[src/rtl/mips32_pkg.sv]
// rtl/mips32_pkg.sv - shared MIPS32 datapath types and constants
package mips32_pkg;

    localparam int DEF_DATA_W = 32;
    localparam int DEF_ADDR_W = 5;
    localparam int unsigned ZERO_REG = 0;

    typedef struct packed {
        logic [DEF_ADDR_W-1:0] addr;
        logic [DEF_DATA_W-1:0] data;
    } wb_req_t;

endpackage

[src/rtl/rf_write_ctrl_if.sv]
// rtl/rf_write_ctrl_if.sv - write-back request handshake bundle
interface rf_write_ctrl_if #(
    parameter int DATA_W = 32,
    parameter int ADDR_W = 5
);
    logic              req_valid;
    logic              req_regwr;
    logic              req_wben;
    logic [ADDR_W-1:0] req_addr;
    logic [DATA_W-1:0] req_data;
    logic              req_ready;

    modport master (
        output req_valid, req_regwr, req_wben, req_addr, req_data,
        input  req_ready
    );

    modport slave (
        input  req_valid, req_regwr, req_wben, req_addr, req_data,
        output req_ready
    );
endinterface

[src/rtl/wb_fifo.sv]
// rtl/wb_fifo.sv - in-order write-back queue with per-entry valid bits
import mips32_pkg::*;

module wb_fifo #(
    parameter int  DEPTH = 4,
    parameter type payload_t = wb_req_t,
    localparam int PW = $clog2(DEPTH),
    localparam int CW = $clog2(DEPTH + 1)
) (
    input  logic           clk,
    input  logic           rst_n,
    input  logic           push_i,
    input  payload_t       push_data_i,
    input  logic           pop_i,
    output payload_t       head_o,
    output logic [CW-1:0]  count_o,
    output logic [DEPTH-1:0] valid_o,
    output payload_t       entry_o [DEPTH]
);

    payload_t         mem_q [DEPTH];
    logic [PW-1:0]    wr_ptr_q, wr_ptr_d;
    logic [PW-1:0]    rd_ptr_q, rd_ptr_d;
    logic [CW-1:0]    count_q, count_d;
    logic [DEPTH-1:0] valid_q, valid_d;

    // Caller guarantees push only when not full and pop only when not empty.
    always_comb begin
        wr_ptr_d = wr_ptr_q;
        rd_ptr_d = rd_ptr_q;
        count_d  = count_q;
        valid_d  = valid_q;
        if (pop_i) begin
            rd_ptr_d          = rd_ptr_q + PW'(1);
            valid_d[rd_ptr_q] = 1'b0;
        end
        if (push_i) begin
            wr_ptr_d          = wr_ptr_q + PW'(1);
            valid_d[wr_ptr_q] = 1'b1;
        end
        case ({push_i, pop_i})
            2'b10:   count_d = count_q + CW'(1);
            2'b01:   count_d = count_q - CW'(1);
            default: count_d = count_q;
        endcase
    end

    always_ff @(posedge clk or negedge rst_n) begin
        if (!rst_n) begin
            wr_ptr_q <= '0;
            rd_ptr_q <= '0;
            count_q  <= '0;
            valid_q  <= '0;
        end else begin
            wr_ptr_q <= wr_ptr_d;
            rd_ptr_q <= rd_ptr_d;
            count_q  <= count_d;
            valid_q  <= valid_d;
        end
    end

    always_ff @(posedge clk) begin
        if (push_i) begin
            mem_q[wr_ptr_q] <= push_data_i;
        end
    end

    assign head_o  = mem_q[rd_ptr_q];
    assign count_o = count_q;
    assign valid_o = valid_q;
    assign entry_o = mem_q;

endmodule

[src/rtl/rf_write_ctrl.sv]
// rtl/rf_write_ctrl.sv - register-file write-back controller: qualify, queue, drain, hazard lookup
import mips32_pkg::*;

module rf_write_ctrl #(
    parameter int  DATA_W = DEF_DATA_W,
    parameter int  ADDR_W = DEF_ADDR_W,
    parameter int  DEPTH  = 4,
    localparam int CW     = $clog2(DEPTH + 1)
) (
    input  logic               clk,
    input  logic               rst_n,
    rf_write_ctrl_if.slave     req,
    input  logic               rf_stall,
    output logic               rf_we,
    output logic [ADDR_W-1:0]  rf_waddr,
    output logic [DATA_W-1:0]  rf_wdata,
    input  logic [ADDR_W-1:0]  chk_addr,
    output logic               chk_pending,
    output logic [CW-1:0]      count
);

    typedef struct packed {
        logic [ADDR_W-1:0] addr;
        logic [DATA_W-1:0] data;
    } req_t;

    localparam logic [CW-1:0]     DEPTH_C = CW'(DEPTH);
    localparam logic [ADDR_W-1:0] ZERO_A  = ADDR_W'(ZERO_REG);

    logic             accept, push, pop;
    req_t             push_data, head;
    logic [CW-1:0]    count_w;
    logic [DEPTH-1:0] valid_w;
    req_t             entry_w [DEPTH];

    logic              rf_we_q, rf_we_d;
    logic [ADDR_W-1:0] rf_waddr_q, rf_waddr_d;
    logic [DATA_W-1:0] rf_wdata_q, rf_wdata_d;

    // Ready looks only at registered occupancy, so a full queue stays closed
    // even on an edge where the head is being popped.
    assign req.req_ready = (count_w < DEPTH_C);
    assign accept        = req.req_valid && req.req_ready;
    assign push          = accept && req.req_regwr && req.req_wben
                           && (req.req_addr != ZERO_A);
    assign pop           = !rf_stall && (count_w != '0);
    assign push_data     = '{addr: req.req_addr, data: req.req_data};

    wb_fifo #(
        .DEPTH     (DEPTH),
        .payload_t (req_t)
    ) u_fifo (
        .clk         (clk),
        .rst_n       (rst_n),
        .push_i      (push),
        .push_data_i (push_data),
        .pop_i       (pop),
        .head_o      (head),
        .count_o     (count_w),
        .valid_o     (valid_w),
        .entry_o     (entry_w)
    );

    always_comb begin
        rf_we_d    = pop;
        rf_waddr_d = rf_waddr_q;
        rf_wdata_d = rf_wdata_q;
        if (pop) begin
            rf_waddr_d = head.addr;
            rf_wdata_d = head.data;
        end
    end

    always_ff @(posedge clk or negedge rst_n) begin
        if (!rst_n) begin
            rf_we_q    <= 1'b0;
            rf_waddr_q <= '0;
            rf_wdata_q <= '0;
        end else begin
            rf_we_q    <= rf_we_d;
            rf_waddr_q <= rf_waddr_d;
            rf_wdata_q <= rf_wdata_d;
        end
    end

    // Pending covers queued entries plus the write currently on the port.
    always_comb begin
        logic hit;
        hit = rf_we_q && (rf_waddr_q == chk_addr);
        for (int i = 0; i < DEPTH; i++) begin
            if (valid_w[i] && (entry_w[i].addr == chk_addr)) begin
                hit = 1'b1;
            end
        end
        chk_pending = hit && (chk_addr != ZERO_A);
    end

    assign rf_we    = rf_we_q;
    assign rf_waddr = rf_waddr_q;
    assign rf_wdata = rf_wdata_q;
    assign count    = count_w;

endmodule

[src/flat_wrapper.sv]
// flat-port wrapper written by rule: the top's interface ports become plain ports
module rf_write_ctrl_flat 
#(
    parameter int  DATA_W = DEF_DATA_W,
    parameter int  ADDR_W = DEF_ADDR_W,
    parameter int  DEPTH  = 4,
    localparam int CW     = $clog2(DEPTH + 1)
)
  (clk, rst_n, rf_stall, rf_we, rf_waddr, rf_wdata, chk_addr, chk_pending, count, req_req_valid, req_req_regwr, req_req_wben, req_req_addr, req_req_data, req_req_ready);
  rf_write_ctrl_if #(.DATA_W(DATA_W), .ADDR_W(ADDR_W)) req_i ();
  input  logic clk;
  input  logic rst_n;
  input  logic rf_stall;
  output logic rf_we;
  output logic [ADDR_W-1:0] rf_waddr;
  output logic [DATA_W-1:0] rf_wdata;
  input  logic [ADDR_W-1:0] chk_addr;
  output logic chk_pending;
  output logic [CW-1:0] count;
  input wire logic [$bits(req_i.req_valid)-1:0] req_req_valid;
  input wire logic [$bits(req_i.req_regwr)-1:0] req_req_regwr;
  input wire logic [$bits(req_i.req_wben)-1:0] req_req_wben;
  input wire logic [$bits(req_i.req_addr)-1:0] req_req_addr;
  input wire logic [$bits(req_i.req_data)-1:0] req_req_data;
  output wire logic [$bits(req_i.req_ready)-1:0] req_req_ready;
  assign req_i.req_valid = req_req_valid;
  assign req_i.req_regwr = req_req_regwr;
  assign req_i.req_wben = req_req_wben;
  assign req_i.req_addr = req_req_addr;
  assign req_i.req_data = req_req_data;
  assign req_req_ready = req_i.req_ready;
  rf_write_ctrl #(.DATA_W(DATA_W), .ADDR_W(ADDR_W), .DEPTH(DEPTH)) u_core (.clk(clk), .rst_n(rst_n), .req(req_i), .rf_stall(rf_stall), .rf_we(rf_we), .rf_waddr(rf_waddr), .rf_wdata(rf_wdata), .chk_addr(chk_addr), .chk_pending(chk_pending), .count(count));
endmodule
[config.mk]
export PLATFORM = sky130hd
export DESIGN_NAME = rf_write_ctrl_flat
export DESIGN_NICKNAME = d
export VERILOG_FILES = /design/src/rtl/mips32_pkg.sv /design/src/rtl/rf_write_ctrl_if.sv /design/src/rtl/wb_fifo.sv /design/src/rtl/rf_write_ctrl.sv /design/src/flat_wrapper.sv
export SDC_FILE = /design/constraint.sdc
export NUM_CORES = 1
export LEC_CHECK = 0
export CAP_MARGIN = 0
export CORE_MARGIN = 2
export CORE_UTILIZATION = 58
export CTS_BUF_LIST = sky130_fd_sc_hd__clkbuf_4 sky130_fd_sc_hd__clkbuf_8
export CTS_CLUSTER_DIAMETER = 150
export DETAILED_ROUTE_END_ITERATION = 6
export GPL_ROUTABILITY_DRIVEN = 1
export GPL_TIMING_DRIVEN = 0
export PLACE_DENSITY = 0.9
export SETUP_SLACK_MARGIN = 0.02
export SKIP_LAST_GASP = 1
export SLEW_MARGIN = 30
export SYNTH_ARGS = -nofsm -noshare
export SYNTH_HDL_FRONTEND = slang
export SYNTH_SLANG_ARGS = --single-unit
[constraint.sdc]
create_clock -name clk -period 2.7 [get_ports clk]
set_clock_uncertainty 0.2 [all_clocks]
set_input_delay 0.54 -clock clk [delete_from_list [all_inputs] [get_ports clk]]
set_output_delay 0.54 -clock clk [all_outputs]
set_load 0.005 [all_outputs]
==> metrics.md <==
| Metric | Value |
|---|---|
| Final Hold Vio Count | `0` |
| GR Overflow Total | `0` |
| Io pins | `91` |
| Compound-gate portion of the synthesized area | `0.9732%` |
| Via density | `5.590` |
| TritonCTS clock tree | `built` |
| Post-synthesis xor/xnor area fraction | `3.406%` |
| Worst path cell trace | `xor2_1, nor4_2, nand3_1, nand3_1, o22a_1, buf_2` |
| Kind of end point of the critical path | `output pin` |
| CP Launch Point | `u_core.u_fifo.entry_o[110]` |
| Most common cell after layout, fill and taps aside | `edfxtp_1` |
| Clk sink count | `197` |
| Cell mode on critical path | `nand3_1` |
| Area occupied by registers | `5670 µm²` |
| Synth Area in Adders | `1.719%` |
| Synthesized area per cell | `20.62 µm²` |
| GPL Wtd Cong | `0.8689` |
| Die Height | `119.3 µm` |
| Die area | `14,240 µm²` |
| Cells after DPL | `636` |
| Pin count of the biggest net entering global routing | `39` |
| Drt wl/cell | `20.32 µm` |
| Row Count | `42` |
| DR DRC count | `0` |
| Commonest non-fill, non-tap cells in the layout | `edfxtp_1 (148), clkdlybuf4s50_1 (83), dfrtp_1 (49)` |
| CTS H-tree depth | `4` |
| Filler cells | `847` |
| Highest achievable clock rate | `384.0 MHz` |
| Area of the multi-input gates | `1918 µm²` |
| Unrepaired setup endpoints after global routing | `yes` |
| Power per cell area | `919.7 nW/µm²` |
| Antenna Cells | `0` |
| Outcome | `completed` |
| Clock Path Buffers | `2` |
| Layout Cells excl Fill | `671` |
| Clk_lat worst skew | `0.46 ns` |
| Critical Path RT | `1.96 ns` |
| Slew headroom | `55.89%` |
| Leakage power | `3.265 nW` |
| Post-synthesis sequential area ratio | `73.51%` |
| Mux cell area share after synthesis | `16.67%` |
| Reg clk slew, reported paths | `0.09 ns` |
| Worst-margin pin slew | `0.6617 ns` |
| Worst vdd ir | `0.5097 mV` |
| Worst r2r src | `u_core.u_fifo.count_o[2]` |
| DRT iter0 DRCs | `168` |
| CTS buffer count | `17` |
| Detailed Routing Iterations Pass 1 | `4` |
| Layout area overhead | `19.79%` |
| Placed cell area | `8812 µm²` |
| Worst Hold Slack | `0.2468 ns` |
| Layout cells sized above 1 | `25.66%` |
| Gate Count Post-Synth | `374` |
| Mapped Area | `7714 µm²` |
| Max-slew violations | `0` |
| Final WL | `13.63 mm` |
| Vias in the first global route | `3,963` |
| Tmin final | `2.604 ns` |
| Tcrit/Tclk final | `96.45%` |
| Setup violations, final | `0` |
| Initial core utilization | `58.71%` |
| Post-layout util | `70.33%` |
| Maxcap violations | `0` |
| Worst hold path class | `in -> async` |
| Tot GR Track Use | `20.50%` |
| Core ar. | `13,140 µm²` |
| Startpoint class of the critical path | `flop` |
| Warnings from Yosys | `0` |
| Fraction of the mapped netlist area in simple logic gates | `1.800%` |
| Slowest-stage cell, CP | `edfxtp_1` |
| DP HPWL | `8.675 mm` |
| Post-route antenna net violation count | `0` |
| Port buffer count | `85` |
| Seq cells post-synth | `197` |
| Largest family of logic cells by synthesized area | `multiplexers` |
| Unique masters post-synth | `29` |
| Final-stage net count | `540` |
| Finished Cell Area | `9240 µm²` |
| First-pass GRT wire length | `21.28 mm` |
| Clock root cell | `clkbuf_8` |
| DR vias | `3,751` |
| Max stage delay on crit path | `0.44 ns` |
| Syn nets | `432` |
| Die Width | `119.3 µm` |
| WS Path Type | `reg -> out` |
| Critical Path AT | `1.86 ns` |
| Worst Path Max Fanout | `2` |
| Initial antenna violation count | `0` |
==> final cells by class <==
class / instances / area share (%)
Sequential cell: 197 / 61.37
Timing Repair Buffer: 89 / 9.614
Clock buffer: 21 / 2.925
Clock inverter: 11 / 1.354
Inverter: 9 / 0.3656
Multi-Input combinational cell: 151 / 20.76
Tap cell: 176 / 2.383
Buffer: 17 / 1.232
==> stage by stage <==
step | worst slack [ns] | power (W) | TNS (ns)
floorplan | 0.1357 | 0.005578 | 0
global placement | -1.128 | 0.006602 | -203.29
detailed placement | -0.3244 | 0.006726 | -41.31
CTS | 0.09021 | 0.008570 | 0
global route | -0.04494 | 0.008903 | -0.04494
finish | 0.09572 | 0.008498 | 0
==> Yosys cell counts (all sizes together) <==
cell type	count	area [µm²]
nand4	1	6.260
mux4	37	837.1
mux2	37	439.2
buf	11	91.34
a21oi	1	5.000
nand2	7	26.28
inv	9	33.78
or4	1	7.510
fa	1	20.02
nor3	1	5.000
o21ai	2	10.01
and2	4	25.02
a31oi	1	21.27
xor2	21	183.9
ha	9	112.6
mux2i	1	10.01
nand3	6	30.03
nor2	2	7.510
o22a	1	8.760
dfrtp	49	1226
xnor2	9	78.83
edfxtp	148	4444
clkbuf	6	22.52
nor4	5	31.28
a21o	4	30.03
==> worst max-delay path: cells and delay by family, from the launching register on <==
kind / cells / cell delay (ns)
AND/OR/NAND/NOR: 3 / 0.56
flip-flops: 1 / 0.44
XOR/XNOR: 1 / 0.18
AO/OA/AOI/OAI: 1 / 0.13
buffers and inverters: 1 / 0.11
==> timing repair <==
action                                 4_1_cts  5_1_grt
setup buffers                                0        2
setup endpoints to repair                    1        2
hold buffers                                 1        0
gates cloned                                 0        0
endpoints found under the hold margin       49        0
resized for setup                            5        1
pin swaps                                    6        1
==> power by group <==
part           switching [W]  internal, W
registers           0.000280      0.00372
clock network       0.000976     0.000880
logic                0.00101      0.00164
==> flip-flops by register name, indices dropped and copies added, names as in the netlist <==
signal and count:
u_core.rf_waddr 5, u_core.rf_wdata 32, u_core.rf_we 1, u_core.u_fifo.count_o 3, u_core.u_fifo.entry_o 148, u_core.u_fifo.rd_ptr_q 2
u_core.u_fifo.valid_o 4, u_core.u_fifo.wr_ptr_q 2
==> layer usage <==
metal | vias to the layer above | global-route usage (%) | part of all wire (%) | wire length (µm)
met5 | - | 0 | 0 | 0
li1 | 1671 | - | - | -
met3 | 23 | 5.891 | 4.8 | 656
met2 | 108 | 34.52 | 55 | 7443
met1 | 1949 | 25.03 | 38 | 5237
met4 | 0 | 8.676 | 2.2 | 295
==> kinds of logic (layout without fill, tap and decap cells) <==
logic type | Yosys count | count (layout)
buffers and inverters | 26 | 147
adders and majority gates | 10 | 10
AOI/OAI and AO/OA | 9 | 9
muxes | 75 | 75
DFF | 197 | 197
and+or+nand+nor | 27 | 27
xor gates and xnor gates | 30 | 30
==> path summary, 6_finish.rpt <==
kind,slack [ns],to,cells after the start
worst max-delay path,0.1,chk_pending,6
worst min-delay path,0.25,u_core.rf_wdata[13],2
worst max register to register,0.25,u_core.u_fifo.count_o[2],10
worst min register to register,0.31,u_core.rf_wdata[18],1
max in group asynchronous,1.58,u_core.rf_wdata[5],3
min in group clk,0.31,u_core.rf_wdata[18],1
Power figures use the tool's default switching activity.
